[config.mk]
export PLATFORM = sky130hd
export DESIGN_NAME = chn_in_router
export DESIGN_NICKNAME = d
export VERILOG_FILES = /design/src/rtl/chn_in_router.sv
export SDC_FILE = /design/constraint.sdc
export NUM_CORES = 1
export LEC_CHECK = 0
export ABC_AREA = 1
export BUFFER_PORTS_ARGS = -buffer_cell sky130_fd_sc_hd__buf_4
export CAP_MARGIN = 15
export CORE_MARGIN = 4
export CORE_UTILIZATION = 57
export DETAILED_ROUTE_END_ITERATION = 8
export PLACE_DENSITY = 0.92
export SLEW_MARGIN = 5
export SYNTH_ARGS = -nofsm -noshare
export SYNTH_HDL_FRONTEND = slang
export SYNTH_SLANG_ARGS = --single-unit
[constraint.sdc]
create_clock -name i_clk -period 2.13 [get_ports i_clk]
set_input_delay 0.1065 -clock i_clk [delete_from_list [all_inputs] [get_ports i_clk]]
set_output_delay 0.1065 -clock i_clk [all_outputs]
set_load 0.02 [all_outputs]
[src/rtl/chn_in_router.sv]
// Input-channel router: decodes a {addr,len} header and forwards the packet one-hot to one of NUM_FIFOS.
// Define CHN_PARITY_CHK_EN to expect and check a trailing XOR parity byte on every packet.
module chn_in_router #(
  parameter int DATA_SIZE       = 8,
  parameter int PKT_LENGTH_BITS = 5,
  parameter int NUM_FIFOS       = 4
) (
  input  logic                 i_clk,
  input  logic                 i_rstn,
  input  logic [DATA_SIZE-1:0] i_data_in,
  input  logic                 i_chn_en,
  input  logic                 i_clr_errors,
  input  logic [NUM_FIFOS-1:0] i_fifo_full,
  output logic [DATA_SIZE-1:0] o_data_out,
  output logic [NUM_FIFOS-1:0] o_pkt_to_fifo_en,
  output logic                 o_busy,
  output logic                 o_error
);

  localparam int PKT_ADDR_BITS = DATA_SIZE - PKT_LENGTH_BITS;
  localparam int ADDR_SPACE    = 1 << PKT_ADDR_BITS;
  localparam int CNT_W         = PKT_LENGTH_BITS + 1;
  localparam logic [PKT_ADDR_BITS:0] FIFO_LIMIT = (PKT_ADDR_BITS+1)'(NUM_FIFOS);

  generate
    if (NUM_FIFOS < 1 || NUM_FIFOS > ADDR_SPACE) begin : g_bad_num_fifos
      $error("chn_in_router: NUM_FIFOS must be in 1..2**PKT_ADDR_BITS");
    end
  endgenerate

  typedef enum logic [1:0] {
    S_IDLE,
    S_FWD,
    S_DROP
  } state_t;

  state_t                     r_state;
  state_t                     w_state_nxt;
  logic [PKT_ADDR_BITS-1:0]   r_addr;
  logic [PKT_ADDR_BITS-1:0]   w_addr_nxt;
  logic [CNT_W-1:0]           r_cnt;
  logic [CNT_W-1:0]           w_cnt_nxt;
  logic [DATA_SIZE-1:0]       r_data_out;
  logic [DATA_SIZE-1:0]       w_data_nxt;
  logic [NUM_FIFOS-1:0]       r_en;
  logic [NUM_FIFOS-1:0]       w_en_nxt;
  logic                       r_last;
  logic                       w_last_nxt;
  logic                       r_error;
  logic                       w_err_set;
  logic                       w_busy;

  logic [PKT_ADDR_BITS-1:0]   w_hdr_addr;
  logic [PKT_LENGTH_BITS-1:0] w_hdr_len;
  logic                       w_hdr_ok;
  logic [CNT_W-1:0]           w_cnt_load;
  logic [ADDR_SPACE-1:0]      w_full_ext;

`ifdef CHN_PARITY_CHK_EN
  logic [DATA_SIZE-1:0]       r_par;
  logic [DATA_SIZE-1:0]       w_par_nxt;
`endif

  function automatic logic [NUM_FIFOS-1:0] f_onehot(input logic [PKT_ADDR_BITS-1:0] a);
    logic [NUM_FIFOS-1:0] v;
    v = '0;
    for (int i = 0; i < NUM_FIFOS; i++) begin
      if (a == PKT_ADDR_BITS'(i)) v[i] = 1'b1;
    end
    return v;
  endfunction

  assign w_hdr_addr = i_data_in[DATA_SIZE-1:PKT_LENGTH_BITS];
  assign w_hdr_len  = i_data_in[PKT_LENGTH_BITS-1:0];
  assign w_hdr_ok   = ({1'b0, w_hdr_addr} < FIFO_LIMIT) && (w_hdr_len != '0);

  // The remaining count covers payload bytes plus the parity byte when it is present.
`ifdef CHN_PARITY_CHK_EN
  assign w_cnt_load = {1'b0, w_hdr_len} + CNT_W'(1);
`else
  assign w_cnt_load = {1'b0, w_hdr_len};
`endif

  // Widened full vector so any decodable address can index it safely.
  always_comb begin
    w_full_ext                = '0;
    w_full_ext[NUM_FIFOS-1:0] = i_fifo_full;
  end

  always_comb begin
    w_state_nxt = r_state;
    w_addr_nxt  = r_addr;
    w_cnt_nxt   = r_cnt;
    w_data_nxt  = r_data_out;
    w_en_nxt    = '0;
    w_last_nxt  = 1'b0;
    w_err_set   = 1'b0;
    w_busy      = 1'b0;
`ifdef CHN_PARITY_CHK_EN
    w_par_nxt   = r_par;
`endif
    case (r_state)
      S_IDLE: begin
        if (i_chn_en) begin
          // r_last means chn_en never dropped after the final byte: a long packet.
          if (r_last) begin
            w_err_set   = 1'b1;
            w_state_nxt = S_DROP;
          end else if (!w_hdr_ok) begin
            w_err_set   = 1'b1;
            w_state_nxt = S_DROP;
          end else if (w_full_ext[w_hdr_addr]) begin
            w_busy = 1'b1;
          end else begin
            w_addr_nxt  = w_hdr_addr;
            w_cnt_nxt   = w_cnt_load;
            w_data_nxt  = i_data_in;
            w_en_nxt    = f_onehot(w_hdr_addr);
            w_state_nxt = S_FWD;
`ifdef CHN_PARITY_CHK_EN
            w_par_nxt   = i_data_in;
`endif
          end
        end
      end
      S_FWD: begin
        if (!i_chn_en) begin
          w_err_set   = 1'b1;
          w_state_nxt = S_IDLE;
        end else if (w_full_ext[r_addr]) begin
          w_busy = 1'b1;
        end else begin
          w_data_nxt = i_data_in;
          w_en_nxt   = f_onehot(r_addr);
          w_cnt_nxt  = r_cnt - CNT_W'(1);
`ifdef CHN_PARITY_CHK_EN
          w_par_nxt  = r_par ^ i_data_in;
`endif
          if (r_cnt == CNT_W'(1)) begin
            w_state_nxt = S_IDLE;
            w_last_nxt  = 1'b1;
`ifdef CHN_PARITY_CHK_EN
            if (i_data_in != r_par) w_err_set = 1'b1;
`endif
          end
        end
      end
      S_DROP: begin
        if (!i_chn_en) w_state_nxt = S_IDLE;
      end
      default: begin
        w_state_nxt = S_IDLE;
      end
    endcase
  end

  always_ff @(posedge i_clk or negedge i_rstn) begin
    if (!i_rstn) begin
      r_state    <= S_IDLE;
      r_addr     <= '0;
      r_cnt      <= '0;
      r_data_out <= '0;
      r_en       <= '0;
      r_last     <= 1'b0;
      r_error    <= 1'b0;
`ifdef CHN_PARITY_CHK_EN
      r_par      <= '0;
`endif
    end else begin
      r_state    <= w_state_nxt;
      r_addr     <= w_addr_nxt;
      r_cnt      <= w_cnt_nxt;
      r_data_out <= w_data_nxt;
      r_en       <= w_en_nxt;
      r_last     <= w_last_nxt;
`ifdef CHN_PARITY_CHK_EN
      r_par      <= w_par_nxt;
`endif
      if (w_err_set) begin
        r_error <= 1'b1;
      end else if (i_clr_errors) begin
        r_error <= 1'b0;
      end
    end
  end

  assign o_data_out       = r_data_out;
  assign o_pkt_to_fifo_en = r_en;
  assign o_busy           = w_busy & i_rstn;
  assign o_error          = r_error;

endmodule

==> results of run 1 <==
-- registers in the layout (all words and copies together), names as in the netlist --
| name | cells |
|---|---|
| o_error | 1 |
| o_pkt_to_fifo_en | 4 |
| r_state | 2 |
| r_last | 1 |
| o_data_out | 8 |
| r_cnt | 6 |
| r_addr | 3 |
-- critical path, stage by stage, from the launching register on --
cell     delay (ns)
dfrtp_1        0.48
inv_2          0.10
nand2_1        0.05
nand2_1        0.05
nand2_1        0.05
nand2_2        0.09
nand2_4        0.08
nand2_4        0.07
nor3b_1        0.20
buf_4          0.18
-- cell families after synthesis --
logic type	count (synthesis)
AOI/OAI and AO/OA	14
and+or+nand+nor	121
xor gates and xnor gates	2
buffers and inverters	23
adders and majority gates	2
DFF	25
-- layer usage --
metal / routed length (um) / share of wire, % / GRT usage, %
met5: 0 / 0 / 0
met1: 1440 / 42 / 31.1
met3: 239 / 7.0 / 3.34
met4: 68 / 2.0 / 8.28
met2: 1650 / 49 / 37.1
-- placed cells by master (no fill, tap or decap), drive strengths merged --
master       count
dfrtp           25
buf             29
o221ai           1
ha               2
nor2            22
nand3           21
dlygate4sd3      1
a31oi            1
o21ai            9
inv             18
nor3             1
xnor2            1
nand2           71
clkbuf           4
a21oi            2
nand4            5
o31ai            1
xor2             1
clkinv           1
nor3b            1
-- area by class of cell --
cell class / count / area [um^2] / share of cell area (%)
repair buffers: 30 / 228 / 13.7
flip-flops and latches: 25 / 626 / 37.6
clock buffers: 4 / 26.3 / 1.58
multi-input cells: 139 / 678 / 40.8
inverters: 19 / 71.3 / 4.29
well taps: 28 / 35.0 / 2.11
-- power by group --
| group | switching (uW) | total (uW) | internal, uW | leakage (uW) |
|---|---|---|---|---|
| combinational | 660 | 1040 | 380 | 0.000582 |
| clock | 142 | 216 | 73.2 | 0.0000150 |
| sequential | 162 | 801 | 640 | 0.000321 |
| total | 964 | 2060 | 1090 | 0.000918 |
-- how the worst max path moves through the flow --
stage | from | cells after the start | end | slack (ns)
floorplan | r_addr[0]$_DFFE_PN0P_ | 8 | o_busy | 0.65
global placement | r_addr[0]$_DFFE_PN0P_ | 11 | r_cnt[1]$_DFFE_PN0P_ | 0.69
detailed placement | r_addr[0]$_DFFE_PN0P_ | 11 | o_data_out[0]$_DFFE_PN0P_ | 0.63
CTS | r_addr[0]$_DFFE_PN0P_ | 9 | o_busy | 0.37
global route | r_addr[0]$_DFFE_PN0P_ | 9 | o_busy | 0.21
finish | r_addr[0]$_DFFE_PN0P_ | 9 | o_busy | 0.38
-- what timing repair did --
item | CTS | global route
gates resized for setup | 0 | 0
hold buffers | 1 | 0
setup endpoints to repair | 0 | 0
hold endpoints to repair | 25 | 0
-- per-stage QoR --
step | hold slack [ns] | worst slack [ns] | utilization (%)
after floorplan | -0.189 | 0.645 | -
final | 0.0135 | 0.377 | 73.1
after detailed placement | 0.0348 | 0.633 | 71.5
after global routing | 0.00374 | 0.212 | 73.1
after CTS | 0.0269 | 0.375 | 73.1
after global placement | 0.0257 | 0.686 | 71.5
==> out/qor.yml, run 1 <==
status: "finished clean"
max-vdd-ir-drop_uv: 813
stdcell_area_um2: 1660
synth-seq-area-share_pct: 44.4
relSlewSlack_pct: 78.4
min_period_ns: 1.75
synthAdderAreaFrac_pct: 1.77
fin_skew_ns: 0.00777
cp.arrival_ns: 1.65
gp_congestion: 0.955
dp_hpwl_mm: 2.49
detail-route-antenna-nets: 0
grt_pass1_vias: 1306
setup_violations: 0
wirelength_mm: 3.40
synthTopCellsByCount: "nand2_1, dfrtp_1, nand3_1, nor2_1, inv_1"
synth-edff-count: 0
max_cap_violations: 0
antenna_found_initial: 0
htree_levels: 1
clk_pin_slew_ns: 0.14
regToRegSetupSlack_ns: 0.54
syn_inst: 187
p_leak_uw: 0.000918
synth.avg_cell_area_um2: 7.54
rsz0062_at_grt: "false"
muxShareOfSynthArea_pct: 0
p_per_area_nw_per_um2: 1240
wire_per_inst_um: 13.9
initial_utilization_pct: 62.0
routed-via-count: 1355
synth_xor_area_share_pct: 1.24
layout-drive-gt1-share_pct: 21.2
fin_nets: 236
r2r_end: "r_cnt[1]$_DFFE_PN0P_"
synth_compound_area_share_pct: 5.50
std_cell_rows: 17
final.setup.tns_ns: 0
ys_async_sr_fraction_pct: 100
synth_top_family_by_area: "simple AND/OR/NAND/NOR gates"
worstHoldPathType: "primary input to flop"
postCtsSetupBuffers: 0
holdPathEnd: "o_error$_DFFE_PN0P_"
fmax_mhz: 570
grt_pass1_wl_mm: 6.03
ys.flop_type: "dfrtp_1"
placed_cells: 240
ys_top_cells_by_area: "dfrtp_1, nand2_1, nand3_1, nor2_1, inv_1"
yosys_register_bits: 25
fill_cells: 167
whs_path_depth: 2
cts_buffers: 3
synth.distinct_cells: 25
cts_root_buffer: "clkbuf_4"
timing.rr.start: "r_state[1]$_DFFE_PN0P_"
die_y_um: 57.7
yosys_warnings: 0
yosysTopAreaCell: "dfrtp_1"
layout-area-overhead-vs-synth_pct: 18.0
cp_max_fo: 7
cp-start-kind: "flop"
num_antenna_cells: 0
dpl_cell_area_um2: 1630
report.final.slew_viol_count: 0
p_total_uw: 2060
synth_top_cell_area_share_pct: 44.4
reg2reg_depth: 5
drcViolationCount: 0
fp.coreArea_um2: 2280
synth.most_common_cell: "nand2_1"
die_width_um: 57.7
grt_usage_pct: 22.9
synth-simple-area-share_pct: 39.6
clockBufferDepth: 2
num_io_pins: 30
grt_start_max_net_pins: 27
cts.sinks: 25
clk_latency_ns: 0.32
final_cells: 245
cts_tree: "yes"
hp-start: "i_clr_errors"
syn-cell-area_um2: 1410
syn-num-nets: 205
drtPass1Iterations: 4
worstSetupPathType: "flop to output port"
fp.dieArea_um2: 3330
report.final.hold_viol_count: 0
tightest_slew_ns: 0.324
port_buffers: 29
via_per_inst: 5.53
drt_iter0_drc: 76
critical_path_required_ns: 2.02
critPathCaptureType: "output port"
post-route-period-util_pct: 82.3
overflow: 0
Note: power is estimated with default switching activity, not from simulation.
==> inputs of run 2 (changes only) <==
- CORE_UTILIZATION: 57 -> 48
- PLACE_DENSITY: 0.92 -> 0.83
- clock period: 2.13 -> 1.6 ns (I/O delays scaled with it)
==> out/qor.yml, run 2 (synthesis gave the netlist of run 1 again) <==
status: "finished, violations left"
violations: "setup timing"
critical_path_required_ns: 1.52
grt_usage_pct: 17.1
grt_pass1_wl_mm: 5.54
largest_reg_flops: 8
power_switching_uw: 1310
overflow: 0
tightest_slew_ns: 0.310
max_cap_violations: 0
relSlewSlack_pct: 79.2
multi_input_area_um2: 701
antenna_found_initial: 0
final_cells: 262
placed_cells: 245
cp-start-kind: "flop"
grt_start_max_net_pins: 26
cts_buffers: 3
port_buffers: 29
path_common_cell: "nand2_1"
drcViolationCount: 0
cp_top_family: "simple AND/OR/NAND/NOR gates"
initial_utilization_pct: 50.7
max-vdd-ir-drop_uv: 1320
sw_frac_of_total_pct: 45.6
grt_pass1_vias: 1246
std_cell_rows: 19
final.setup.tns_ns: -0.0294
via_per_inst: 5.22
setup_ws_ns: -0.0294
cts_tree: "yes"
path_cells: "inv_2 > nand2_1 > nand2_1 > nand2_1 > nand2_2 > nand2_4 > nand2_4 > nor3b_4 > buf_6"
rsz0062_at_grt: "true"
p_leak_uw: 0.000984
wirelength_mm: 3.29
power_frac_comb_pct: 53.3
drtPass1Iterations: 4
power_frac_clock_pct: 10.1
drt_iter0_drc: 53
cp_max_fo: 4
die_width_um: 62.2
cp.arrival_ns: 1.55
fp.dieArea_um2: 3870
report.final.slew_viol_count: 0
detail-route-antenna-nets: 0
worstHoldPathType: "primary input to flop"
crit_slowest_cell: "dfrtp_2"
crit_buf_inv: 2
clk_pin_slew_ns: 0.14
seqPwrFrac_pct: 36.6
worstSetupPathType: "flop to output port"
fin_skew_ns: 0.00647
dp_hpwl_mm: 2.25
num_io_pins: 30
htree_levels: 1
layout_commonest_cell: "nand2_1"
wire_per_inst_um: 12.5
routed-via-count: 1367
cts.sinks: 25
min_period_ns: 1.63
die_y_um: 62.2
report.final.hold_viol_count: 0
fp.coreArea_um2: 2780
layout-area-overhead-vs-synth_pct: 29.2
fill_cells: 216
seqCellArea_um2: 627
post-route-period-util_pct: 102
fmax_mhz: 614
layout-drive-gt1-share_pct: 24.7
clockBufferDepth: 2
cpPeakStageDelay_ns: 0.46
num_antenna_cells: 0
fin_nets: 250
critPathCaptureType: "output port"
clk_latency_ns: 0.32
setup_violations: 1
gp_congestion: 0.896
layout_common_cells: "nand2_1, buf_4, dfrtp_1"
p_per_area_nw_per_um2: 1580
timing.hold.ws_ns: 0.0204
p_int_uw: 1560
cts_root_buffer: "clkbuf_4"
-- run 2: changes by cell type in the layout (fill, tap and decap cells not counted), sizes merged --
cell         before  now
dlygate4sd3       1    8
buf              29   36
clkinvlp          0    1
clkbuf            4    3
-- run 2: path summary, 6_finish.rpt --
kind / start / end / slack [ns] / cells past startpoint
max reg2reg: r_addr[0]$_DFFE_PN0P_ / o_data_out[1]$_DFFE_PN0P_ / 0.11 / 12
min reg2reg: o_data_out[7]$_DFFE_PN0P_ / o_data_out[7]$_DFFE_PN0P_ / 0.50 / 2
min in group asynchronous: i_rstn / o_data_out[3]$_DFFE_PN0P_ / 0.29 / 3
min: i_data_in[6] / o_data_out[6]$_DFFE_PN0P_ / 0.02 / 3
max: r_addr[0]$_DFFE_PN0P_ / o_busy / -0.03 / 9
max in group asynchronous: i_rstn / r_addr[0]$_DFFE_PN0P_ / 1.05 / 3
-- run 2: per-stage QoR --
step | util [%] | cell area (um^2) | setup WS (ns) | power, uW
floorplan | - | 1410 | 0.142 | 2040
global placement | 59.2 | 1650 | 0.220 | 2390
detailed placement | 59.2 | 1650 | 0.154 | 2420
CTS | 65.1 | 1810 | -0.0306 | 2840
global route | 65.5 | 1820 | -0.119 | 3110
finish | 65.5 | 1820 | -0.0294 | 2870
-- run 2: cell type report --
cell class	instances	area share, %
well taps	31	2.13
flip-flops and latches	25	34.4
clock buffers	3	1.24
clock inverters	1	0.412
inverters	19	3.91
multi-input cells	139	38.5
repair buffers	44	19.4
-- run 2: what timing repair did --
item,in CTS,in global routing
gates cloned,0,0
setup buffers,5,0
pin swaps,3,3
hold buffers,8,0
hold endpoints to repair,32,0
endpoints found under the setup margin,1,14
gates resized for setup,4,2
-- run 2: power groups by stage --
stage	registers (uW)	logic [uW]	clock network, uW
after detailed placement	1060	1360	0
after CTS	1040	1490	305
final	1050	1530	291
after global routing	1090	1690	323
after global placement	1060	1330	0
after floorplan	1170	871	0
-- run 2: metal layers --
metal  routed length [um]  track usage (%)  vias up  share of wire, %
li1                     -                -      686                 -
met1                 1440             23.4      625                44
met2                 1570             26.8       47                48
met4                   68             6.50        0               2.1
met5                    0                0        -                 0
met3                  204             2.88        9               6.2
-- run 2: worst min-delay path, cell delays in order --
cell	delay, ns
buf_4	0.11
nand3_1	0.07
nand2_1	0.06
